==> config.mk <==
export PLATFORM = sky130hd
export DESIGN_NAME = lab3_pattern_tx_flat
export DESIGN_NICKNAME = d
export VERILOG_FILES = /design/src/rtl/lab3_pkg.sv /design/src/rtl/lab3_pattern_tx_if.sv /design/src/rtl/lab3_piso.sv /design/src/rtl/lab3_pattern_tx.sv /design/src/flat_wrapper.sv
export SDC_FILE = /design/constraint.sdc
export NUM_CORES = 1
export LEC_CHECK = 0
export BUFFER_PORTS_ARGS = -buffer_cell sky130_fd_sc_hd__buf_4
export CORE_MARGIN = 2
export CORE_UTILIZATION = 55
export DETAILED_ROUTE_END_ITERATION = 6
export PLACE_DENSITY_LB_ADDON = 0.08
export RECOVER_POWER = 25
export SLEW_MARGIN = 10
export SYNTH_ARGS = -nofsm -noshare
export SYNTH_HDL_FRONTEND = slang
export SYNTH_SLANG_ARGS = --single-unit
==> constraint.sdc <==
create_clock -name clock -period 2 [get_ports clock]
set_input_delay 0 -clock clock [delete_from_list [all_inputs] [get_ports clock]]
set_output_delay 0 -clock clock [all_outputs]
set_load 0.02 [all_outputs]
==> src/rtl/lab3_pkg.sv <==
`default_nettype none
// ============================================================================
// lab3_pkg : shared constants and FSM state encoding for the Lab3 serial
//            pattern transmitter and the detectors' bench.
// Rev 1.0
// ============================================================================
package lab3_pkg;

  localparam int DEF_WIDTH = 8;
  localparam int DEF_REP_W = 4;

  typedef enum logic [1:0] {
    S_IDLE  = 2'd0,
    S_SHIFT = 2'd1,
    S_GAP   = 2'd2
  } state_e;

endpackage : lab3_pkg
`default_nettype wire

==> src/rtl/lab3_pattern_tx_if.sv <==
`default_nettype none
// ============================================================================
// lab3_pattern_tx_if : request/status bundle between a controller (master)
//                      and the pattern transmitter (slave).
// Rev 1.0
// ============================================================================
interface lab3_pattern_tx_if
  import lab3_pkg::*;
#(
  parameter int WIDTH = DEF_WIDTH,
  parameter int REP_W = DEF_REP_W
);

  logic             start;
  logic [WIDTH-1:0] pattern;
  logic [REP_W-1:0] reps;
  logic             x;
  logic             bit_valid;
  logic             busy;
  logic             done;

  modport master (
    output start, pattern, reps,
    input  x, bit_valid, busy, done
  );

  modport slave (
    input  start, pattern, reps,
    output x, bit_valid, busy, done
  );

endinterface : lab3_pattern_tx_if
`default_nettype wire

==> src/rtl/lab3_piso.sv <==
`default_nettype none
// ============================================================================
// lab3_piso : WIDTH-bit parallel-in/serial-out register, MSB first, zero fill.
// Rev 1.0
// ============================================================================
module lab3_piso
  import lab3_pkg::*;
#(
  parameter int WIDTH = DEF_WIDTH
) (
  input  wire logic             clk,
  input  wire logic             rst,
  input  wire logic             load_i,
  input  wire logic             shift_i,
  input  wire logic [WIDTH-1:0] data_i,
  output logic                  msb_o
);

  logic [WIDTH-1:0] data_q;

  always_ff @(posedge clk) begin
    if (rst) begin
      data_q <= '0;
    end else if (load_i) begin
      data_q <= data_i;
    end else if (shift_i) begin
      data_q <= {data_q[WIDTH-2:0], 1'b0};
    end
  end

  assign msb_o = data_q[WIDTH-1];

endmodule : lab3_piso
`default_nettype wire

==> src/rtl/lab3_pattern_tx.sv <==
`default_nettype none
// ============================================================================
// lab3_pattern_tx : serial pattern transmitter driving the detectors' x input.
//                   Define LAB3_TX_GAP_EN for one idle cycle between repeats.
// Rev 1.0
// ============================================================================
module lab3_pattern_tx
  import lab3_pkg::*;
#(
  parameter int WIDTH = DEF_WIDTH,
  parameter int REP_W = DEF_REP_W
) (
  input  wire logic         clock,
  input  wire logic         reset,
  lab3_pattern_tx_if.slave  bus
);

  localparam int                CNT_W  = $clog2(WIDTH);
  localparam logic [CNT_W-1:0] C_LAST = CNT_W'(WIDTH - 1);

  state_e           state_q;
  logic [CNT_W-1:0] bit_cnt_q;
  logic [REP_W-1:0] rep_q;
  logic [WIDTH-1:0] pat_q;
  logic             bit_valid_q;
  logic             busy_q;
  logic             done_q;

  logic             w_accept;
  logic             w_more;
  logic             w_load;
  logic             w_shift;
  logic [WIDTH-1:0] w_load_data;
  logic             w_msb;

  assign w_accept = (state_q == S_IDLE) && bus.start && (bus.reps != '0);
  assign w_more   = (rep_q > REP_W'(1));

  // The serial register doubles as the x output flop; it has emptied to zero
  // by the time the last bit is consumed, so IDLE and GAP both show x=0.
  always_comb begin
    w_load      = w_accept;
    w_shift     = 1'b0;
    w_load_data = (state_q == S_IDLE) ? bus.pattern : pat_q;
    if (state_q == S_SHIFT) begin
`ifdef LAB3_TX_GAP_EN
      w_shift = 1'b1;
`else
      w_load  = (bit_cnt_q == '0) && w_more;
      w_shift = !w_load;
`endif
    end
`ifdef LAB3_TX_GAP_EN
    if (state_q == S_GAP) begin
      w_load = 1'b1;
    end
`endif
  end

  lab3_piso #(
    .WIDTH (WIDTH)
  ) u_piso (
    .clk     (clock),
    .rst     (reset),
    .load_i  (w_load),
    .shift_i (w_shift),
    .data_i  (w_load_data),
    .msb_o   (w_msb)
  );

  always_ff @(posedge clock) begin
    if (reset) begin
      state_q     <= S_IDLE;
      bit_cnt_q   <= '0;
      rep_q       <= '0;
      pat_q       <= '0;
      bit_valid_q <= 1'b0;
      busy_q      <= 1'b0;
      done_q      <= 1'b0;
    end else begin
      done_q <= 1'b0;
      case (state_q)
        S_IDLE: begin
          if (w_accept) begin
            state_q     <= S_SHIFT;
            bit_cnt_q   <= C_LAST;
            rep_q       <= bus.reps;
            pat_q       <= bus.pattern;
            bit_valid_q <= 1'b1;
            busy_q      <= 1'b1;
          end
        end
        S_SHIFT: begin
          if (bit_cnt_q != '0) begin
            bit_cnt_q <= bit_cnt_q - CNT_W'(1);
          end else if (w_more) begin
            rep_q     <= rep_q - REP_W'(1);
            bit_cnt_q <= C_LAST;
`ifdef LAB3_TX_GAP_EN
            state_q     <= S_GAP;
            bit_valid_q <= 1'b0;
`endif
          end else begin
            state_q     <= S_IDLE;
            bit_valid_q <= 1'b0;
            busy_q      <= 1'b0;
            done_q      <= 1'b1;
          end
        end
`ifdef LAB3_TX_GAP_EN
        S_GAP: begin
          state_q     <= S_SHIFT;
          bit_valid_q <= 1'b1;
        end
`endif
        default: begin
          state_q     <= S_IDLE;
          bit_valid_q <= 1'b0;
          busy_q      <= 1'b0;
        end
      endcase
    end
  end

  assign bus.x         = w_msb;
  assign bus.bit_valid = bit_valid_q;
  assign bus.busy      = busy_q;
  assign bus.done      = done_q;

endmodule : lab3_pattern_tx
`default_nettype wire

==> src/flat_wrapper.sv <==
// flat-port wrapper written by rule: the top's interface ports become plain ports
module lab3_pattern_tx_flat import lab3_pkg::*;
#(
  parameter int WIDTH = DEF_WIDTH,
  parameter int REP_W = DEF_REP_W
)
  (clock, reset, bus_start, bus_pattern, bus_reps, bus_x, bus_bit_valid, bus_busy, bus_done);
  lab3_pattern_tx_if #(.WIDTH(WIDTH), .REP_W(REP_W)) bus_i ();
  input  wire logic clock;
  input  wire logic reset;
  input wire logic [$bits(bus_i.start)-1:0] bus_start;
  input wire logic [$bits(bus_i.pattern)-1:0] bus_pattern;
  input wire logic [$bits(bus_i.reps)-1:0] bus_reps;
  output wire logic [$bits(bus_i.x)-1:0] bus_x;
  output wire logic [$bits(bus_i.bit_valid)-1:0] bus_bit_valid;
  output wire logic [$bits(bus_i.busy)-1:0] bus_busy;
  output wire logic [$bits(bus_i.done)-1:0] bus_done;
  assign bus_i.start = bus_start;
  assign bus_i.pattern = bus_pattern;
  assign bus_i.reps = bus_reps;
  assign bus_x = bus_i.x;
  assign bus_bit_valid = bus_i.bit_valid;
  assign bus_busy = bus_i.busy;
  assign bus_done = bus_i.done;
  lab3_pattern_tx #(.WIDTH(WIDTH), .REP_W(REP_W)) u_core (.clock(clock), .reset(reset), .bus(bus_i));
endmodule
==> out/summary.txt <==
critical path capture point type -> flip-flop
vias in the first global route -> 1186
R2R Path End -> u_core.u_piso.data_q[4]
total number of vias -> 1174
area grow syn2layout -> 16.49%
Max Buffers Root-to-Sink -> 2
htree depth -> 1
slew at the pin closest to its max-slew limit -> 0.5541 ns
crit-path max FO -> 9
top_reg_cell synth -> dfxtp_1
CTS tree -> done
Nets -> 193
crit path launch type -> flip-flop
clock-pin slew on the worst setup and hold paths -> 0.14 ns
GRT met3 Usage -> 3.714%
Fin. Hold Viols -> 0
worst-case clock skew -> 0.001785 ns
Ant. Diodes -> 0
Distinct cells, synth -> 37
worst slack, placed -> 0.1655 ns
clock sinks -> 25
Iter 0 DRT Violations -> 18
layout cells sized above 1 -> 15.61%
R2R cell count -> 6
layer with the highest usage -> met2
Detail Placement HPWL -> 1862 um
clk_lat worst skew -> 0.33 ns
total power draw -> 1148 uW
Final Setup Violations -> 0
M2 GR Usage -> 42.92%
synth cell count leaders -> 25 x dfxtp_1, 18 x a21oi_1, 18 x nand2_1
root buffer cell -> clkbuf_4
Reg2Reg Setup Slack -> 0.13 ns
fin cells -> 201
WP data required -> 2.22 ns
placed insts -> 188
Reg-to-Reg Start -> u_core.rep_q[0]
post-route setup slack -> 0.1320 ns
Overflow after GRT -> 0
CTS Buf Count -> 3
area share of the largest cell type after synthesis -> 38.80%
flops & latches, synth -> 25
number of I/O port buffers -> 18
P_leak -> 0.0005806 uW
Core Region -> 2212 um2
# DRC -> 0
Mapped Area -> 1290 um2
M1 GR Usage -> 27.99%
Pwr Density -> 763.7 nW/um2
worst path arrival time -> 2.09 ns
Tightest Hold Check Type -> in -> reg
Fmax -> 0.5353 GHz
register area share after synthesis -> 38.80%
number of synthesized flops with an enable pin -> 0
Syn Area/Cell -> 8.487 um2
Chip Height -> 52.43 um
Tcrit/Tclk final -> 93.40%
area leader, netlist -> dfxtp_1
status -> finished, final reports clean
routability cong. -> 0.8520
first-pass GRT wire length -> 4926 um
DR WL/cell -> 13.71 um
RSZ-0062 raised after global routing -> false
row cnt -> 17
vias per std cell -> 5.841
kind of critical path -> reg -> reg
Max-cap violations -> 0
net count after synthesis -> 171
final-report max-slew violation count -> 0
Routed Antenna Nets -> 0
wirelength, routed -> 2755 um
hold path start -> reset
filler cell count -> 204
Post-Synthesis Cells -> 152
Worst Hold Depth -> 2
crit path from -> u_core.rep_q[0]
Die Footprint -> 2749 um2
die width -> 52.43 um
most instantiated library cell after synthesis -> dfxtp_1
Starting Density -> 58.31%
Final TNS setup -> 0 ns
Hold EP -> u_core.state_q[0]
GRT Overall Usage -> 23.82%
synth top area cells -> dfxtp_1 39%, a21oi_1 7.0%, nand2_1 5.2%
async set or reset register ratio after synthesis -> 0%
max_slew headroom -> 63.04%
Detailed Routing Iterations Pass 1 -> 4
I/O pin cnt -> 19
Final min period -> 1.868 ns
initial antenna violation count -> 0
Non-Filler Cell Area, Final -> 1503 um2
Ys Warns -> 0
Post-Place Cell Area -> 1401 um2
Max VDD drop -> 0.5357 mV
largest net degree at the start of global routing -> 30
==> power breakdown <==
part / internal, uW / switching [uW] / total (uW)
clock: 75.2 / 162 / 238
sequential: 551 / 32.4 / 584
combinational: 134 / 192 / 326
total: 761 / 387 / 1150
==> how the worst max path moves through the flow <==
stage | slack, ns | depth (start not counted) | endpoint
3_3_place_gp | 0.22 | 6 | u_core.u_piso.data_q[4]
6_report | 0.13 | 6 | u_core.u_piso.data_q[4]
5_1_grt | 0.03 | 6 | u_core.u_piso.data_q[5]
3_5_place_dp | 0.17 | 6 | u_core.u_piso.data_q[4]
4_1_cts | 0.14 | 6 | u_core.u_piso.data_q[4]
2_1_floorplan | 0.29 | 7 | u_core.u_piso.data_q[3]
==> critical path, cell delays in order, from the launching register on <==
cell and delay [ns]:
dfxtp_1 0.39, inv_1 0.09, ha_1 0.23, or2_2 0.35, a21o_1 0.29, a221oi_1 0.33, nor4_1 0.09
==> cell type report <==
| type | count | area, um2 | share of cell area, % |
|---|---|---|---|
| timing repair buffer | 28 | 217.7 | 14.49 |
| inverter | 6 | 22.52 | 1.499 |
| sequential | 25 | 500.5 | 33.31 |
| tap | 28 | 35.03 | 2.331 |
| clock inverter | 1 | 5.005 | 0.3331 |
| multi-input combinational | 110 | 699.4 | 46.54 |
| clock buffer | 3 | 22.52 | 1.499 |
==> flip-flops by register name, summed over array words and instances, names as in the netlist <==
register / count
u_core.rep_q: 4
u_core.state_q: 1
u_core.u_piso.data_q: 8
u_core.pat_q: 8
u_core.bus.done: 1
u_core.bit_cnt_q: 3
==> layer usage <==
metal / share of wire [%] / vias to the layer above / wire (um)
li1: - / 593 / -
met4: 1.6 / 0 / 45
met2: 48 / 21 / 1321
met3: 2.9 / 7 / 81
met1: 47 / 553 / 1306
met5: 0 / - / 0
==> per-stage QoR <==
stage | util (%) | hold WS (ns)
2_1_floorplan | - | 0.1360
3_3_place_gp | 63.35 | 0.2547
3_5_place_dp | 63.35 | 0.2630
4_1_cts | 68.67 | 0.03433
5_1_grt | 67.93 | 0.03812
6_report | 67.93 | 0.03498
==> logic make-up (layout without fill, tap and decap cells) <==
family	count (synthesis)	in the layout	synth area share [%]
AO/OA/AOI/OAI	46	46	25.61
adder cells (fa/ha/maj)	4	4	3.880
buffers and inverters	17	38	6.885
flip-flops	25	25	38.80
multiplexers	1	1	0.7760
AND/OR/NAND/NOR	59	59	24.06
==> repair_timing <==
action / CTS / global route
hold buffers: 9 / 0
endpoints found under the hold margin: 9 / 0
gates resized for setup: 0 / 0
buffers inserted: 0 / 0
==> placed cells by master, fill, tap and decap left out, drive strengths merged, types with 3 or more instances in the layout <==
master	n
nor2	8
nand2	19
a21o	4
nor4	3
a21oi	18
inv	6
ha	4
o21ai	3
nor2b	10
buf	15
nand3b	4
a31oi	4
clkbuf	7
nand3	8
a221oi	5
dfxtp	25
a311oi	5
dlygate4sd3	9
No activity file was read; power rests on OpenSTA's default activity.
